===== src/rtl/csr_pkg.sv =====
// Shared constants for the machine-mode CSR unit: CSR addresses, op encodings,
// mstatus/mip bit positions and interrupt cause codes.
package csr_pkg;

  typedef enum logic [1:0] {
    CSR_OP_NONE = 2'b00,
    CSR_OP_RW   = 2'b01,
    CSR_OP_RS   = 2'b10,
    CSR_OP_RC   = 2'b11
  } csr_op_e;

  localparam logic [11:0] CSR_MSTATUS       = 12'h300;
  localparam logic [11:0] CSR_MIE           = 12'h304;
  localparam logic [11:0] CSR_MTVEC         = 12'h305;
  localparam logic [11:0] CSR_MCOUNTINHIBIT = 12'h320;
  localparam logic [11:0] CSR_MSCRATCH      = 12'h340;
  localparam logic [11:0] CSR_MEPC          = 12'h341;
  localparam logic [11:0] CSR_MCAUSE        = 12'h342;
  localparam logic [11:0] CSR_MTVAL         = 12'h343;
  localparam logic [11:0] CSR_MIP           = 12'h344;
  localparam logic [11:0] CSR_MCYCLE        = 12'hB00;
  localparam logic [11:0] CSR_MINSTRET      = 12'hB02;
  localparam logic [11:0] CSR_MCYCLEH       = 12'hB80;
  localparam logic [11:0] CSR_MINSTRETH     = 12'hB82;
  localparam logic [11:0] CSR_MHARTID       = 12'hF14;

  localparam int MSTATUS_MIE  = 3;
  localparam int MSTATUS_MPIE = 7;

  localparam logic [3:0] IRQ_MSI = 4'd3;
  localparam logic [3:0] IRQ_MTI = 4'd7;
  localparam logic [3:0] IRQ_MEI = 4'd11;

  // MEIP/MTIP/MSIP (and their enables) live at bits 11, 7 and 3
  localparam logic [11:0] IRQ_MASK = 12'h888;

endpackage


===== src/rtl/csr_counter.sv =====
// Free-running counter with a write port that takes precedence over the
// increment; used for mcycle and minstret.
module csr_counter #(
  parameter int W = 64
) (
  input  logic         clk,
  input  logic         rst,
  input  logic         en,
  input  logic         we,
  input  logic [W-1:0] wdata,
  output logic [W-1:0] count
);

  always_ff @(posedge clk or posedge rst) begin
    if (rst)     count <= '0;
    else if (we) count <= wdata;
    else if (en) count <= count + W'(1);
  end

endmodule


===== src/rtl/csr_unit.sv =====
// Machine-mode CSR unit: atomic RW/RS/RC, trap/MRET sequencing, counters, interrupts.
// Define CSR_VECTORED_MTVEC_EN to allow mtvec MODE=01 (vectored interrupts).
module csr_unit
  import csr_pkg::*;
#(
  parameter int              XLEN        = 64,
  parameter logic [XLEN-1:0] HARTID      = '0,
  parameter logic [XLEN-1:0] MTVEC_RESET = '0
) (
  input  logic            clk,
  input  logic            rst,
  input  logic [1:0]      csr_op_i,
  input  logic [11:0]     csr_addr_i,
  input  logic [XLEN-1:0] csr_wdata_i,
  output logic [XLEN-1:0] csr_rdata_o,
  output logic            csr_illegal_o,
  input  logic            trap_i,
  input  logic [XLEN-1:0] trap_cause_i,
  input  logic [XLEN-1:0] trap_pc_i,
  input  logic [XLEN-1:0] trap_tval_i,
  input  logic            mret_i,
  input  logic            instret_i,
  input  logic            timer_int_i,
  input  logic            soft_int_i,
  input  logic            ext_int_i,
  output logic [XLEN-1:0] trap_vector_o,
  output logic [XLEN-1:0] mepc_o,
  output logic            int_req_o,
  output logic [XLEN-1:0] int_cause_o
);

`ifdef CSR_VECTORED_MTVEC_EN
  localparam logic [XLEN-1:0] MTVEC_INIT =
    {MTVEC_RESET[XLEN-1:2], 1'b0, (MTVEC_RESET[1:0] == 2'b01)};
`else
  localparam logic [XLEN-1:0] MTVEC_INIT = {MTVEC_RESET[XLEN-1:2], 2'b00};
`endif

  csr_op_e         op;
  logic            mie_bit, mpie_bit;
  logic [XLEN-1:0] mie_q, mip_q, mtvec_q, mepc_q, mcause_q, mtval_q, mscratch_q;
  logic [1:0]      inhibit_q;
  logic [63:0]     mcycle_q, minstret_q, cyc_wdata, ins_wdata;
  logic [XLEN-1:0] old_val, wval, mstatus_rd, inhibit_rd, pend;
  logic            implemented, read_only, wr_req, do_wr, cyc_we, ins_we;

  assign op = csr_op_e'(csr_op_i);

  always_comb begin
    mstatus_rd = '0;
    mstatus_rd[12:11] = 2'b11;
    mstatus_rd[MSTATUS_MPIE] = mpie_bit;
    mstatus_rd[MSTATUS_MIE]  = mie_bit;
    inhibit_rd = '0;
    inhibit_rd[2] = inhibit_q[1];
    inhibit_rd[0] = inhibit_q[0];
  end

  always_comb begin
    old_val     = '0;
    implemented = 1'b1;
    read_only   = 1'b0;
    case (csr_addr_i)
      CSR_MSTATUS:       old_val = mstatus_rd;
      CSR_MIE:           old_val = mie_q;
      CSR_MTVEC:         old_val = mtvec_q;
      CSR_MCOUNTINHIBIT: old_val = inhibit_rd;
      CSR_MSCRATCH:      old_val = mscratch_q;
      CSR_MEPC:          old_val = mepc_q;
      CSR_MCAUSE:        old_val = mcause_q;
      CSR_MTVAL:         old_val = mtval_q;
      CSR_MIP:           old_val = mip_q;
      CSR_MCYCLE:        old_val = mcycle_q[XLEN-1:0];
      CSR_MINSTRET:      old_val = minstret_q[XLEN-1:0];
      CSR_MCYCLEH:       if (XLEN == 32) old_val = XLEN'(mcycle_q[63:32]);
                         else implemented = 1'b0;
      CSR_MINSTRETH:     if (XLEN == 32) old_val = XLEN'(minstret_q[63:32]);
                         else implemented = 1'b0;
      CSR_MHARTID: begin
        old_val   = HARTID;
        read_only = 1'b1;
      end
      default:           implemented = 1'b0;
    endcase
  end

  always_comb begin
    case (op)
      CSR_OP_RS: wval = old_val | csr_wdata_i;
      CSR_OP_RC: wval = old_val & ~csr_wdata_i;
      default:   wval = csr_wdata_i;
    endcase
  end

  // RS/RC with a zero operand is a pure read, so it is legal even on mhartid
  assign wr_req        = (op == CSR_OP_RW) || ((op != CSR_OP_NONE) && (|csr_wdata_i));
  assign csr_illegal_o = (op != CSR_OP_NONE) && (!implemented || (read_only && wr_req));
  assign csr_rdata_o   = old_val;
  assign do_wr         = wr_req && implemented && !read_only && !trap_i && !mret_i;

  always_ff @(posedge clk or posedge rst) begin
    if (rst) begin
      mie_bit    <= 1'b0;
      mpie_bit   <= 1'b0;
      mie_q      <= '0;
      mip_q      <= '0;
      mtvec_q    <= MTVEC_INIT;
      mepc_q     <= '0;
      mcause_q   <= '0;
      mtval_q    <= '0;
      mscratch_q <= '0;
      inhibit_q  <= '0;
    end else begin
      mip_q <= XLEN'({ext_int_i, 3'b000, timer_int_i, 3'b000, soft_int_i, 3'b000});
      if (trap_i) begin
        mepc_q   <= trap_pc_i & ~XLEN'(3);
        mcause_q <= trap_cause_i;
        mtval_q  <= trap_tval_i;
        mpie_bit <= mie_bit;
        mie_bit  <= 1'b0;
      end else if (mret_i) begin
        mie_bit  <= mpie_bit;
        mpie_bit <= 1'b1;
      end else if (do_wr) begin
        case (csr_addr_i)
          CSR_MSTATUS: begin
            mie_bit  <= wval[MSTATUS_MIE];
            mpie_bit <= wval[MSTATUS_MPIE];
          end
          CSR_MIE:           mie_q <= wval & XLEN'(IRQ_MASK);
`ifdef CSR_VECTORED_MTVEC_EN
          CSR_MTVEC:         mtvec_q <= {wval[XLEN-1:2], 1'b0, (wval[1:0] == 2'b01)};
`else
          CSR_MTVEC:         mtvec_q <= {wval[XLEN-1:2], 2'b00};
`endif
          CSR_MCOUNTINHIBIT: inhibit_q <= {wval[2], wval[0]};
          CSR_MSCRATCH:      mscratch_q <= wval;
          CSR_MEPC:          mepc_q <= wval & ~XLEN'(3);
          CSR_MCAUSE:        mcause_q <= wval;
          CSR_MTVAL:         mtval_q <= wval;
          default: ;
        endcase
      end
    end
  end

  // With XLEN=32 the low/high CSR halves each replace only their half of the count
  assign cyc_we    = do_wr && (csr_addr_i == CSR_MCYCLE || csr_addr_i == CSR_MCYCLEH);
  assign ins_we    = do_wr && (csr_addr_i == CSR_MINSTRET || csr_addr_i == CSR_MINSTRETH);
  assign cyc_wdata = (csr_addr_i == CSR_MCYCLEH) ? {wval[31:0], mcycle_q[31:0]} :
                     (XLEN == 32) ? {mcycle_q[63:32], wval[31:0]} : 64'(wval);
  assign ins_wdata = (csr_addr_i == CSR_MINSTRETH) ? {wval[31:0], minstret_q[31:0]} :
                     (XLEN == 32) ? {minstret_q[63:32], wval[31:0]} : 64'(wval);

  csr_counter #(.W(64)) u_mcycle (
    .clk(clk), .rst(rst), .en(!inhibit_q[0]), .we(cyc_we),
    .wdata(cyc_wdata), .count(mcycle_q)
  );

  csr_counter #(.W(64)) u_minstret (
    .clk(clk), .rst(rst), .en(instret_i && !inhibit_q[1]), .we(ins_we),
    .wdata(ins_wdata), .count(minstret_q)
  );

  always_comb begin
    trap_vector_o = {mtvec_q[XLEN-1:2], 2'b00};
`ifdef CSR_VECTORED_MTVEC_EN
    if (mtvec_q[0] && trap_cause_i[XLEN-1])
      trap_vector_o = {mtvec_q[XLEN-1:2], 2'b00} + {trap_cause_i[XLEN-3:0], 2'b00};
`endif
  end

  assign mepc_o    = mepc_q;
  assign pend      = mip_q & mie_q;
  assign int_req_o = mie_bit && (pend[IRQ_MEI] || pend[IRQ_MSI] || pend[IRQ_MTI]);

  always_comb begin
    int_cause_o = '0;
    int_cause_o[XLEN-1] = 1'b1;
    if (pend[IRQ_MEI])      int_cause_o[3:0] = IRQ_MEI;
    else if (pend[IRQ_MSI]) int_cause_o[3:0] = IRQ_MSI;
    else                    int_cause_o[3:0] = IRQ_MTI;
  end

endmodule


===== config.mk =====
export PLATFORM = sky130hd
export DESIGN_NAME = csr_unit
export DESIGN_NICKNAME = d
export VERILOG_FILES = /design/src/rtl/csr_pkg.sv /design/src/rtl/csr_counter.sv /design/src/rtl/csr_unit.sv
export SDC_FILE = /design/constraint.sdc
export NUM_CORES = 1
export LEC_CHECK = 0
export CAP_MARGIN = 20
export CORE_UTILIZATION = 35
export DETAILED_ROUTE_END_ITERATION = 16
export PLACE_DENSITY = 0.54
export SLEW_MARGIN = 40
export SYNTH_ARGS = -nofsm -noshare
export SYNTH_HDL_FRONTEND = slang
export SYNTH_HIERARCHICAL = 1
export SYNTH_SLANG_ARGS = --single-unit
export TNS_END_PERCENT = 20

===== constraint.sdc =====
create_clock -name clk -period 14.7 [get_ports clk]
set_input_delay 2.94 -clock clk [delete_from_list [all_inputs] [get_ports clk]]
set_output_delay 2.94 -clock clk [all_outputs]
set_load 0.1 [all_outputs]

==> metrics.md <==
| Metric | Value |
|---|---|
| Seq/Total Area, Yosys | `37.7%` |
| Num Clock Sinks | `454` |
| Vias in the first global route | `roughly 28000` |
| Hold Buf Count CTS | `0` |
| Initial Utilization | `a little over a third` |
| RSZ-0062 raised after global routing | `false` |
| Worst hold slack | `about 0.5 ns` |
| R2R Path End | `u_minstret/count[58]` |
| Slew HR | `35.9%` |
| Final Wtd Congestion | `0.944` |
| Count leader, synth | `dfrtp_1` |
| DRC Markers | `0` |
| Share of layout cells above drive strength 1 | `14.3%` |
| Hold Path Origin | `mscratch_q[48]` |
| Clock slew at reported path FFs | `around 0.060 ns` |
| IO Pins | `roughly 540` |
| CTS tree | `yes` |
| Endpoints failing hold | `0` |
| Resize count post-CTS | `0` |
| Post-synth EDFFs | `0` |
| Max H-tree Level | `2` |
| Synth top cells by count | `dfrtp_1, nand2_1, mux2i_1` |
| Area fraction of the dominant cell type after synthesis | `a little under two fifths` |
| Final period utilization | `66.7%` |
| HPWL Detailed | `99.3 mm` |
| Slew at the pin closest to its max-slew limit | `~0.96 ns` |
| Mapped Cells | `3326` |
| Max-cap viol count | `0` |
| Longest Clk Path Bufs | `3` |
| Die Ht | `295 um` |
| Crit path required time | `11.76 ns` |
| Hold depth | `1` |
| Vias per Instance | `approximately 6.1` |
| Flip-flop and latch area | `11400 um2` |
| Die area | `87200 um2` |
| Core ar. | `85100 um2` |
| Status | `complete, no violations` |
| Via count | `roughly 29000` |
| First-pass detailed-route iteration total | `6` |
| Setup crit start kind | `primary input` |
| Top cells by area, synth | `dfrtp_1, mux2i_1, nand2_1` |
| Antenna violations before repair | `12` |
| Post-synth top area cell | `dfrtp_1` |
| Row count | `107` |
| Seq pwr share | `38.9%` |
| Hold endpoint | `mscratch_q[48]` |
| Cell leakage power | `around 16 nW` |
| Max Clk Rate | `102 MHz` |
| Drt first-iter violations | `3123` |
| Post-Route WL | `138 mm` |
| Syn. warnings | `6` |
| Total GRT Usage | `between 30% and 40%` |
| Syn-to-layout area delta | `21.6%` |
| Clock power share | `between 40% and 50%` |
| WP data arrival | `a little under 7 ns` |
| Ys async rst share | `100%` |
| Clock buffer count from CTS | `55` |
| FF-to-FF setup slack | `11.25 ns` |
| PwrDens | `around 95 nW/um2` |
| R2R cell count | `7` |
| Multi-input gate area | `17100 um2` |
| Final Skew | `0.0106 ns` |
| # setup viols final | `0` |
| Fin. max-slew vios | `0` |
| Worst IR drop on VDD | `72.1 uV` |
| Worst-path fanout max | `46` |
| Pin count of the biggest net entering global routing | `~150` |
| Logic pwr share | `20.0%` |
| Setup tns final | `0 ns` |
| CP Capture Type | `primary output` |
| I/O Buffers | `467` |
| Yosys cell types | `93` |
| P_int | `roughly 0.0024 W` |
| Most used flip-flop cell after synthesis | `dfrtp_1` |
| First-pass GRT wire length | `199 mm` |
| Synth Cell Area | `30100 um2` |
| Hold Crit Class | `flip-flop to flip-flop` |
| Synthesized flop and latch total | `454` |
| Antenna Violating Nets Remaining | `0` |
| Worst-skew pair later-pin latency | `0.63 ns` |
| Die X-Extent | `295 um` |
| Kind of critical path | `primary input to primary output` |
| Origin of the critical flop-to-flop path | `inhibit_q[1]` |
| Clk root buf | `clkbuf_16` |
| Syn avg cell area | `9.06 um2` |
| Net switching power | `0.00113 W` |
| Setup Buffers After CTS | `0` |
| Fin crit period | `9.81 ns` |
| Drt wl/cell | `28.6 um` |
| Nets | `3907` |
| Switching share of power | `32.5%` |
| Total congestion overflow | `0` |
| # fillers | `~8600` |
==> how the worst max path moves through the flow <==
stage	start	end	slack (ns)	depth (start not counted)
final	csr_addr_i[7]	csr_rdata_o[8]	4.89	8
after detailed placement	csr_addr_i[7]	csr_rdata_o[8]	5.05	8
after CTS	csr_addr_i[7]	csr_rdata_o[8]	5.05	8
after floorplan	rst	inhibit_q[0]	2.73	1
after global placement	csr_addr_i[7]	csr_rdata_o[8]	4.39	8
after global routing	csr_addr_i[7]	csr_rdata_o[8]	4.92	8
==> power groups by stage <==
stage | combinational [W] | sequential, W | clock, W
3_5_place_dp | 0.000687 | 0.00138 | 0
6_report | 0.000696 | 0.00135 | 0.00143
3_3_place_gp | 0.000695 | 0.00138 | 0
4_1_cts | 0.000690 | 0.00135 | 0.00144
5_1_grt | 0.000730 | 0.00136 | 0.00149
2_1_floorplan | 0.000347 | 0.00147 | 0
==> metrics by stage <==
stage | setup WS (ns) | power [W] | instance area (um2) | util, % | cells
floorplan | 2.73 | 0.00182 | 30400 | - | 3390
global placement | 4.39 | 0.00207 | 35400 | 41.5 | 4708
detailed placement | 5.05 | 0.00206 | 34600 | 40.7 | 4710
CTS | 5.05 | 0.00349 | 36500 | 42.8 | 4812
global route | 4.92 | 0.00358 | 36600 | 43.0 | 4822
finish | 4.89 | 0.00348 | 36600 | 43.0 | 4824
==> worst max-delay path: stages <==
cell	delay (ns)
clkdlybuf4s50_1	0.66
or4_4	0.84
buf_4	0.39
buf_4	0.37
nor4_1	0.80
a211oi_1	0.24
inv_1	0.11
buf_2	0.42
==> sequential cells by signal (all words and copies together), names as in the netlist <==
register          cells
mscratch_q           64
mip_q                 3
mtval_q              64
mie_bit               1
mepc_o               62
mcause_q             64
mie_q                 3
mtvec_q              62
inhibit_q             2
u_minstret/count     64
mpie_bit              1
u_mcycle/count       64
==> logic make-up (layout without fill, tap and decap cells) <==
kind of cell               after synthesis  after routing  share of synthesized area [%]
xor gates and xnor gates                86             86                           2.50
AOI/OAI and AO/OA                      763            763                           17.9
DFF                                    454            454                           37.7
adders and majority gates                2              2                         0.0831
other                                    2             74                         0.0249
buffers and inverters                  472            754                           7.16
muxes                                  351            351                           12.5
and+or+nand+nor                       1196           1196                           22.1
==> layout by cell type, fill, tap and decap left out, types with 16 or more instances in the layout <==
master | netlist | layout
clkbuf_1 | 207 | 16
and4_1 | 21 | 21
mux2i_1 | 245 | 245
mux2_1 | 29 | 29
a31oi_1 | 39 | 39
xor2_1 | 54 | 54
nor2_1 | 114 | 111
o21ai_1 | 17 | 20
xnor2_1 | 32 | 32
nand4b_1 | 50 | 50
o22ai_1 | 47 | 47
inv_1 | 112 | 108
mux2_2 | 67 | 67
a221o_1 | 141 | 141
and3_1 | 26 | 24
or3_1 | 31 | 30
a21oi_1 | 52 | 39
nand2_1 | 410 | 409
nor3b_1 | 143 | 143
nor4_1 | 144 | 139
a211oi_1 | 47 | 45
o21ai_0 | 235 | 232
conb_1 | 2 | 66
clkdlybuf4s50_1 | 0 | 270
nand4_1 | 59 | 59
buf_2 | 63 | 196
clkbuf_8 | 1 | 20
o31ai_1 | 97 | 89
or4_1 | 27 | 26
nor3_1 | 44 | 43
clkbuf_16 | 0 | 56
nand3_1 | 61 | 60
dfrtp_1 | 454 | 454
buf_4 | 69 | 52
==> cell type report <==
type / instances / area share, %
timing repair buffer: 538 / 12.0
clock inverter: 10 / 0.314
multi-input combinational: 2464 / 46.8
clock buffer: 92 / 4.74
antenna: 8 / 0.0547
tap: 1144 / 3.91
inverter: 114 / 1.20
sequential: 454 / 31.0
==> routing by layer <==
| layer | track usage [%] | vias up | routed length (um) |
|---|---|---|---|
| met5 | 0 | - | 42 |
| met4 | 12.0 | 6 | 5570 |
| met3 | 7.21 | 252 | 13100 |
| met2 | 49.2 | 1443 | 62800 |
| met1 | 40.4 | 14614 | 56400 |
| li1 | - | 12977 | - |
No activity file was read; power rests on OpenSTA's default activity.
